### src/rtl/vertex_fv_sequencer_pkg.sv
// Shared types and default sizing for the Vertex RS -> PE feature-vector sequencer.
package vertex_fv_sequencer_pkg;

  localparam int unsigned Max_FV_num      = 16;
  localparam int unsigned Mult_per_PE     = 4;
  localparam int unsigned Max_outstanding = 4;

  typedef enum logic [1:0] {
    IDLE  = 2'd0,
    ISSUE = 2'd1,
    DRAIN = 2'd2,
    DONE  = 2'd3
  } vfs_state_t;

endpackage

### src/rtl/vfs_credit_counter.sv
// Up/down credit counter for in-flight PE chunks; flags are for the upcoming count.
module vfs_credit_counter #(
  parameter int unsigned MAX_COUNT = 4
) (
  input  logic clk,
  input  logic reset,
  input  logic inc,
  input  logic dec,
  output logic full_next_c,
  output logic empty_next_c,
  output logic underflow_c
);

  localparam int unsigned CW = $clog2(MAX_COUNT) + 1;

  logic [CW-1:0] count;
  logic [CW-1:0] count_next;

  // A return with nothing outstanding is flagged and leaves the count at zero.
  always_comb begin
    count_next  = count;
    underflow_c = 1'b0;
    if (inc && !dec) begin
      count_next = count + CW'(1);
    end else if (dec && !inc) begin
      if (count == '0) underflow_c = 1'b1;
      else             count_next  = count - CW'(1);
    end
  end

  assign full_next_c  = (count_next == CW'(MAX_COUNT));
  assign empty_next_c = (count_next == '0);

  always_ff @(posedge clk or negedge reset) begin
    if (!reset) count <= '0;
    else        count <= count_next;
  end

endmodule

### src/rtl/vertex_fv_sequencer.sv
// Sweeps the RS feature-vector window in MULT_PER_PE chunks, paced by PE ready and
// limited by an in-flight credit count; pulses complete once all results are back.
module vertex_fv_sequencer
  import vertex_fv_sequencer_pkg::*;
#(
  parameter int unsigned MAX_FV_NUM      = Max_FV_num,
  parameter int unsigned MULT_PER_PE     = Mult_per_PE,
  parameter int unsigned MAX_OUTSTANDING = Max_outstanding,
  localparam int unsigned IW = $clog2(MAX_FV_NUM),
  localparam int unsigned NW = IW + 1
) (
  input  logic                   clk,
  input  logic                   reset,
  input  logic                   fire,
  input  logic [NW-1:0]          cfg_num_fv,
  input  logic                   pe_ready,
  input  logic                   pe_result_valid,
  output logic                   issue_valid,
  output logic [IW-1:0]          start_idx,
  output logic [MULT_PER_PE-1:0] lane_mask,
  output logic                   complete,
  output logic                   busy,
  output logic                   err
);

  vfs_state_t            state, state_d;
  logic                  issue_valid_d, complete_d, busy_d, err_d, go_done;
  logic [IW-1:0]         start_idx_d;
  logic [MULT_PER_PE-1:0] lane_mask_d;
  logic [NW-1:0]         num_fv, num_fv_d;
  logic [NW-1:0]         cfg_clamp_c, next_base_c;
  logic                  accept_c, last_chunk_c;
  logic                  full_next_c, empty_next_c, underflow_c;

  function automatic logic [MULT_PER_PE-1:0] chunk_mask(input logic [NW-1:0] base,
                                                        input logic [NW-1:0] num);
    logic [NW:0] idx;
    chunk_mask = '0;
    for (int i = 0; i < int'(MULT_PER_PE); i++) begin
      idx           = (NW+1)'(base) + (NW+1)'(i);
      chunk_mask[i] = (idx < (NW+1)'(num));
    end
  endfunction

  assign cfg_clamp_c  = (cfg_num_fv > NW'(MAX_FV_NUM)) ? NW'(MAX_FV_NUM) : cfg_num_fv;
  assign accept_c     = issue_valid && pe_ready;
  assign next_base_c  = NW'(start_idx) + NW'(MULT_PER_PE);
  assign last_chunk_c = (next_base_c >= num_fv);

  vfs_credit_counter #(
    .MAX_COUNT(MAX_OUTSTANDING)
  ) u_credit (
    .clk         (clk),
    .reset       (reset),
    .inc         (accept_c),
    .dec         (pe_result_valid),
    .full_next_c (full_next_c),
    .empty_next_c(empty_next_c),
    .underflow_c (underflow_c)
  );

  // Next-state and next-output logic; every output is registered below.
  always_comb begin
    state_d       = state;
    issue_valid_d = issue_valid;
    start_idx_d   = start_idx;
    lane_mask_d   = lane_mask;
    complete_d    = 1'b0;
    busy_d        = busy;
    err_d         = err | underflow_c;
    num_fv_d      = num_fv;
    go_done       = 1'b0;

    if (fire && state != IDLE) err_d = 1'b1;

    case (state)
      IDLE: begin
        if (fire) begin
          num_fv_d    = cfg_clamp_c;
          start_idx_d = '0;
          if (cfg_num_fv > NW'(MAX_FV_NUM)) err_d = 1'b1;
          if (cfg_clamp_c == '0) begin
            go_done = 1'b1;
          end else begin
            state_d       = ISSUE;
            issue_valid_d = 1'b1;
            busy_d        = 1'b1;
            lane_mask_d   = chunk_mask('0, cfg_clamp_c);
          end
        end
      end
      ISSUE: begin
        issue_valid_d = !full_next_c;
        if (accept_c) begin
          if (last_chunk_c) begin
            issue_valid_d = 1'b0;
            if (empty_next_c) go_done = 1'b1;
            else              state_d = DRAIN;
          end else begin
            start_idx_d = IW'(next_base_c);
            lane_mask_d = chunk_mask(next_base_c, num_fv);
          end
        end
      end
      DRAIN: begin
        if (empty_next_c) go_done = 1'b1;
      end
      DONE: begin
        state_d = IDLE;
      end
    endcase

    if (go_done) begin
      state_d       = DONE;
      complete_d    = 1'b1;
      busy_d        = 1'b0;
      issue_valid_d = 1'b0;
      start_idx_d   = '0;
      lane_mask_d   = '0;
    end
  end

  always_ff @(posedge clk or negedge reset) begin
    if (!reset) begin
      state       <= IDLE;
      issue_valid <= 1'b0;
      start_idx   <= '0;
      lane_mask   <= '0;
      complete    <= 1'b0;
      busy        <= 1'b0;
      err         <= 1'b0;
      num_fv      <= '0;
    end else begin
      state       <= state_d;
      issue_valid <= issue_valid_d;
      start_idx   <= start_idx_d;
      lane_mask   <= lane_mask_d;
      complete    <= complete_d;
      busy        <= busy_d;
      err         <= err_d;
      num_fv      <= num_fv_d;
    end
  end

endmodule

### config.mk
export PLATFORM = sky130hd
export DESIGN_NAME = vertex_fv_sequencer
export DESIGN_NICKNAME = d
export VERILOG_FILES = /design/src/rtl/vertex_fv_sequencer_pkg.sv /design/src/rtl/vfs_credit_counter.sv /design/src/rtl/vertex_fv_sequencer.sv
export SDC_FILE = /design/constraint.sdc
export NUM_CORES = 1
export LEC_CHECK = 0
export CORE_ASPECT_RATIO = 1.25
export CORE_UTILIZATION = 57
export CTS_CLUSTER_DIAMETER = 200
export CTS_CLUSTER_SIZE = 8
export DETAILED_ROUTE_END_ITERATION = 10
export HOLD_SLACK_MARGIN = 0.02
export PLACE_DENSITY = 0.84
export REMOVE_ABC_BUFFERS = 1
export SETUP_SLACK_MARGIN = 0.02
export SKIP_CTS_REPAIR_TIMING = 1
export SYNTH_ARGS = -nofsm -noshare
export SYNTH_HDL_FRONTEND = slang
export SYNTH_SLANG_ARGS = --single-unit
### constraint.sdc
create_clock -name clk -period 5.8 [get_ports clk]
set_input_delay 1.16 -clock clk [delete_from_list [all_inputs] [get_ports clk]]
set_output_delay 1.16 -clock clk [all_outputs]
set_load 0.02 [all_outputs]
==> qor.csv <==
metric;value;unit
wl_per_cell;15.0;µm
hold_slack;506;ps
reg2reg_to;complete;
grt_pass1_wl;5400;µm
drive_gt1_frac;0.0867;
syn_area;1410;µm²
clk_latency;310;ps
leakagePower;0.000693;µW
crit_top_cell;nand3_1;
maxCapViolCount;0;
drv_slew;0;
yosys_warnings;0;
hold_start;err;
relSlewSlack;0.398;
run_status;completed;
finalSetupTns;0;ps
min_period;2840;ps
irDropWorstVdd;363;µV
crit_path_top_delay_cell;clkdlybuf4s50_1;
rsz0062_at_grt;false;
dp_cells;201;
io_buffer_count;19;
numClockSinks;20;
layout_common_cells;20 x dfrtp_1, 19 x clkdlybuf4s50_1, 12 x nand2_1, 11 x nand3_1, 11 x ha_1;
rows;19;
place_hpwl;2330;µm
crit_arrival;3030;ps
fin_cells;204;
cp-end-kind;register;
critPathRequiredTime;5990;ps
path_cells;clkdlybuf4s50_1 > or3_1 > nor3_1 > nand3_1 > nand3_1 > o21ai_1;
drt-pass1-iter-count;4;
r2r_start;start_idx[2];
design.portCount;22;
avgSynthCellArea;8.95;µm²
crit_path_max_fanout;8;
drcViolationCount;0;
die_w;46.4;µm
fin_nets;196;
r2r.worst_path.cells;9;
cpPeakStageDelay;460;ps
routed_wl;3070;µm
syn-instance-count;157;
grt_overflow_total;0;
synth_cell_types;51;
routed-via-count;1259;
routed_via_density;6.17;
track_usage;0.273;
initial_core_util;0.622;
layout_commonest_cell;dfrtp_1;
gp_congestion;0.861;
path_clk_slew;110;ps
min_to;err;
grt_pass1_vias;1247;
hold_depth;1;
cts.htree.levels;1;
async_flop_share;1.00;
hold_violations;0;
die_area;2670;µm²
antenna_found_initial;0;
fmax;0.353;GHz
finClkSkew;4.44;ps
ff2ff_setup_slack;3100;ps
antenna_left;0;
final.period_utilization;0.489;
grt_start_max_net_pins;21;
die_y;57.5;µm
start_kind;primary input;
critPathKind;in2reg;
power_density;561;nW/µm²
cts_tree;done;
tightest_slew;900;ps
cts_made_buffers;3;
antenna_cells;0;
clk_path_buf_depth;2;
core_area;2260;µm²
area_delta_synth_final;15.8;%
clock-root-buffer;clkbuf_4;
synthFlopType;dfrtp_1;
setup_viol;0;
postSynthRegisterBits;20;
min_path_type;reg2reg;
crit_buf_inv;1;
drt_iter0_markers;54;
synth-edff-count;0;
ys_seq_area_frac;0.356;
crit_family;simple AND/OR/NAND/NOR gates;
[layout make-up]
class                   instances  area (µm²)
clock buffers                   3        22.5
fillers                       180         632
inverters                      10        37.5
multi-input cells             121         837
flip-flops and latches         20         500
well taps                      31        38.8
repair buffers                 19         190
[worst max-delay path by stage]
stage,startpoint,to,cells after the start
floorplan,start_idx[2],complete,9
global placement,pe_ready,lane_mask[3],6
detailed placement,cfg_num_fv[2],start_idx[3],6
CTS,cfg_num_fv[2],start_idx[3],6
global route,cfg_num_fv[4],start_idx[3],6
finish,cfg_num_fv[2],start_idx[3],6
[worst register-to-register path: cells and delay by family (launching register included)]
family,cells,cell delay (ps)
AO/OA/AOI/OAI,2,880
adder cells (fa/ha/maj),2,560
buffers and inverters,2,220
flip-flops,1,470
AND/OR/NAND/NOR,3,470
[where the power goes]
group          internal, µW  switching (µW)
combinational           252             317
sequential              203            72.5
clock                  24.3            43.5
total                   480             433
[cell families (layout without fill, tap and decap cells)]
family                     count (synthesis)  in the layout  synth area share
AOI/OAI and AO/OA                         48             48             0.245
DFF                                       20             20             0.356
xor gates and xnor gates                   1              1           0.00623
adders and majority gates                 11             11            0.0980
other                                      1              2           0.00267
buffers and inverters                     17             32            0.0508
and+or+nand+nor                           56             56             0.219
muxes                                      3              3            0.0223
[routing by layer]
layer  track usage  wire [µm]
met1         0.364       1380
met2         0.431       1490
met3        0.0411        150
met4         0.113         44
met5             0          0
[through the flow]
stage / util / area [µm²] / total power, µW / setup slack, ps
final: 0.720 / 1630 / 913 / 2960
after global placement: 0.710 / 1600 / 815 / 2740
after global routing: 0.720 / 1630 / 1000 / 2810
after floorplan: - / 1380 / 677 / 3250
after CTS: 0.720 / 1630 / 913 / 3010
after detailed placement: 0.710 / 1600 / 843 / 2690
[synthesized netlist by cell type (all sizes together) (2+ instances only)]
cell type	instances	share of area
a211oi	2	0.014
a21oi	5	0.018
a22oi	3	0.020
a31oi	5	0.022
a32oi	3	0.019
and2	3	0.015
buf	2	0.011
clkbuf	5	0.013
dfrtp	20	0.36
ha	11	0.098
inv	10	0.027
mux2i	2	0.014
nand2	13	0.037
nand2b	6	0.027
nand3	11	0.039
nand4b	2	0.012
nor2	7	0.019
nor3	6	0.029
o21ai	14	0.050
or3	2	0.0089
[registers in the layout, summed over array words and instances (netlist names)]
signal          count
state               2
complete            1
issue_valid         1
busy                1
num_fv              5
start_idx           2
lane_mask           4
u_credit.count      3
err                 1
Note: power is estimated with default switching activity, not from simulation.
